### src/rtl/long_maze_sys.sv
// 3x3 maze agent with zone decode, step budget, bump pulse and sticky done.
// Z6 at (0,0) is a trap; (0,1) and (0,2) are walls.
module long_maze_sys #(
    parameter int MAX_STEPS = 64,
    parameter int START_ROW = 1,
    parameter int START_COL = 0
) (
    input  logic       clk,
    input  logic       rst,
    input  logic       iupdown,
    input  logic       ileftright,
    input  logic       idir,
    output logic       controllable_zone1,
    output logic       controllable_zone2,
    output logic       controllable_zone3,
    output logic       controllable_zone4,
    output logic       controllable_zone5,
    output logic       controllable_zone6,
    output logic [1:0] orow,
    output logic [1:0] ocol,
    output logic [7:0] osteps,
    output logic       obump,
    output logic       odone
);

    localparam logic [7:0] MAX   = 8'(MAX_STEPS);
    localparam logic [1:0] SROW  = 2'(START_ROW);
    localparam logic [1:0] SCOL  = 2'(START_COL);
    localparam logic       SDONE = (START_ROW == 0) && (START_COL == 0);

    logic       accept;
    logic       blocked;
    logic       to_trap;
    logic [2:0] tr;
    logic [2:0] tc;
    logic [7:0] next_steps;

    assign accept = (iupdown ^ ileftright) && !odone;

    // Target is one bit wider so a step up/left from 0 wraps to 7, i.e. off-grid.
    always_comb begin
        tr = {1'b0, orow};
        tc = {1'b0, ocol};
        if (iupdown) begin
            tr = idir ? tr + 3'd1 : tr - 3'd1;
        end else begin
            tc = idir ? tc + 3'd1 : tc - 3'd1;
        end
        blocked = (tr > 3'd2) || (tc > 3'd2) || (tr == 3'd0 && tc != 3'd0);
        to_trap = !blocked && tr == 3'd0 && tc == 3'd0;
        next_steps = (osteps == MAX) ? osteps : osteps + 8'd1;
    end

    always_ff @(posedge clk) begin
        if (rst) begin
            orow   <= SROW;
            ocol   <= SCOL;
            osteps <= 8'd0;
            obump  <= 1'b0;
            odone  <= SDONE;
        end else begin
            obump <= 1'b0;
            if (accept) begin
                osteps <= next_steps;
                if (next_steps == MAX || to_trap) begin
                    odone <= 1'b1;
                end
                if (blocked) begin
                    obump <= 1'b1;
                end else begin
                    orow <= tr[1:0];
                    ocol <= tc[1:0];
                end
            end
        end
    end

    always_comb begin
        controllable_zone1 = (orow == 2'd1) && (ocol == 2'd1);
        controllable_zone2 = (orow == 2'd1) && (ocol == 2'd2);
        controllable_zone3 = (orow == 2'd2) && (ocol == 2'd2);
        controllable_zone4 = (orow == 2'd2) && (ocol == 2'd1);
        controllable_zone5 = (orow == 2'd2) && (ocol == 2'd0);
        controllable_zone6 = (orow == 2'd0) && (ocol == 2'd0);
    end

endmodule

### config.mk
export PLATFORM = sky130hd
export DESIGN_NAME = long_maze_sys
export DESIGN_NICKNAME = d
export VERILOG_FILES = /design/src/rtl/long_maze_sys.sv
export SDC_FILE = /design/constraint.sdc
export NUM_CORES = 1
export LEC_CHECK = 0
export CAP_MARGIN = 20
export CORE_ASPECT_RATIO = 0.9
export CORE_MARGIN = 4
export CORE_UTILIZATION = 53
export DETAILED_ROUTE_END_ITERATION = 7
export PLACE_DENSITY = 0.86
export SLEW_MARGIN = 20
export SYNTH_ARGS = -nofsm -noshare
export SYNTH_HDL_FRONTEND = slang
export SYNTH_SLANG_ARGS = --single-unit
### constraint.sdc
create_clock -name clk -period 6 [get_ports clk]
set_clock_uncertainty 0.2 [all_clocks]
set_input_delay 0.9 -clock clk [delete_from_list [all_inputs] [get_ports clk]]
set_output_delay 0.9 -clock clk [all_outputs]
set_load 0.02 [all_outputs]
==> out/metrics.csv <==
metric,value,unit
synth-edff-count,0,
syn_area,1110,um2
cts_buffer_depth,2,
clk_pin_slew,80,ps
grt_max_degree,16,
drt_iter0_markers,37,
design_area,1380,um2
synthArstFlopShare,0,%
tns,0,ps
p_per_area,228,nW/um2
num_vias,1027,
path_class,in -> reg,
utilization,70.5,%
hold_ws,362,ps
first_global_vias,977,
gr-usage-all-layers,18.8,%
cts-root-buf,clkbuf_4,
max_freq,321,MHz
cts_setup_buffers,0,
synth_cells,131,
r2r_start,orow[0],
dp_hpwl,1950,um
numCtsBuffers,3,
pin_count,25,
endpoint,orow[0],
ctsHtreeMaxLevel,1,
cts_tree,built,
num-nets-final,170,
die_w,56.3,um
ys_seq_elements,14,
yosysWarningCount,0,
antennaDiodeCount,0,
grt_antenna_before_repair,0,
drive_above_1_share,6.58,%
fp.dieH,51.5,um
finalHoldViolations,0,
wl,2500,um
run_status,"complete, no violations",
ant_nets,0,
clock_latency,270,ps
rsz0062_at_grt,no,
p_leak,0.523,nW
avgSynthCellArea,8.49,um2
design.core.area,1950,um2
ys_types,40,
min_period,3120,ps
timing.final.crit_share,52.0,%
syn_to_final_growth,23.7,%
cp_data_arrival_time,3070,ps
drc_errors,0,
gp_congestion,0.881,
dr.pass1.iters,4,
startpoint,iupdown,
post_drt_wl_per_cell,14.1,um
hp-class,reg -> reg,
slew_viol_final,0,
routed_via_density,5.80,
cts.sinks,14,
fp-row-count,15,
initial_core_util,57.0,%
max-vdd-ir-drop,159,uV
port_buffers,24,
grt_pass1_wl,4350,um
slew_headroom,62.2,%
crit_path_start_kind,primary input,
endpoint_kind,register,
worst_pin_slew,566,ps
post_cts_resized,0,
rrSetupSlack,3180,ps
crit_required,5960,ps
r2r_cells,7,
drv_cap,0,
postCtsHoldBufs,0,
die_area,2900,um2
setup_viol,0,
yosysSeqAreaShare,25.2,%
synthFlopType,dfxtp_1,
worstReg2RegEnd,orow[0],
overflow,0,
syn_nets,147,
placed_area,1350,um2
cp_max_fo,12,
[Yosys cell counts, types with 3 or more instances]
| master | n | area, um2 |
|---|---|---|
| inv_1 | 6 | 22.5 |
| nor2_1 | 12 | 45.0 |
| xor2_1 | 6 | 52.6 |
| and2_1 | 6 | 37.5 |
| nor3_1 | 7 | 35.0 |
| a31oi_1 | 3 | 18.8 |
| nand3_1 | 5 | 25.0 |
| nand2b_1 | 4 | 25.0 |
| ha_1 | 11 | 138 |
| nand2_1 | 7 | 26.3 |
| a21oi_1 | 3 | 15.0 |
| dfxtp_1 | 14 | 280 |
| xnor2_1 | 8 | 70.1 |
| nor2b_1 | 3 | 18.8 |
[cells by family (layout without fill, tap and decap cells)]
kind of cell	Yosys count	in the layout	share of synthesized area [%]
simple gates	57	57	27.8
compound gates	18	18	13.0
xor+xnor	14	14	11.0
flops	14	14	25.2
buf+inv	12	33	4.72
fa+ha+maj	11	11	12.4
mux	5	5	5.85
[critical path, cell delays in order]
cell and delay (ps):
clkdlybuf4s50_1 730, xor2_1 270, nor2b_1 490, nand3_2 190
o21ai_1 140, or3b_1 350
[area by class of cell]
class / instances / area [um2]
Clock buffer: 3 / 22.5
Fill cell: 158 / 576
Inverter: 6 / 22.5
Multi-Input combinational cell: 105 / 779
Sequential cell: 14 / 280
Tap cell: 25 / 31.3
Timing Repair Buffer: 24 / 240
[how the worst min path moves through the flow]
| stage | end | slack (ps) | depth (start not counted) | startpoint |
|---|---|---|---|---|
| floorplan | odone | 390 | 2 | odone |
| global placement | odone | 350 | 2 | odone |
| detailed placement | odone | 350 | 2 | odone |
| CTS | odone | 360 | 2 | odone |
| global route | odone | 400 | 2 | odone |
| finish | odone | 360 | 2 | odone |
[flip-flops by register name (all words and copies together) (netlist names)]
signal and cells:
ocol 2, odone 1, osteps 8, orow 2, obump 1
[where the power goes]
| group | internal, mW | total (mW) | switching (mW) |
|---|---|---|---|
| Sequential | 0.101 | 0.117 | 0.0159 |
| Combinational | 0.0667 | 0.145 | 0.0784 |
| Clock | 0.0232 | 0.0510 | 0.0278 |
| Total | 0.191 | 0.313 | 0.122 |
[cell usage in the layout (no fill, tap or decap), types with 2 or more instances in the layout]
cell	synthesis	layout
clkdlybuf4s50_1	0	24
dfxtp_1	14	14
nor2_1	12	12
ha_1	11	11
xnor2_1	8	8
nor3_1	7	7
nand2_1	7	7
inv_1	6	6
and2_1	6	6
xor2_1	6	6
nand3_1	5	5
nand2b_1	4	4
nor2b_1	3	3
a31oi_1	3	3
a21oi_1	3	3
clkbuf_4	0	3
mux2i_1	2	2
nor4_1	2	2
mux2_2	2	2
o21ai_0	2	2
a211oi_1	2	2
and3_1	2	2
o31a_1	2	2
nand4_1	2	2
[per-stage QoR]
step	setup WS, ps	instances	total power, mW
2_1_floorplan	3400	131	0.216
6_report	2880	177	0.313
3_5_place_dp	2660	174	0.264
4_1_cts	2930	177	0.315
3_3_place_gp	2730	174	0.258
5_1_grt	2660	177	0.335
[metal layers]
metal	global-route usage, %	up-vias	wire, um
li1	-	505	-
met1	24.7	469	1130
met2	30.7	51	1130
met3	6.06	2	231
met4	3.16	0	10
met5	0	-	0
Power figures use the tool's default switching activity.
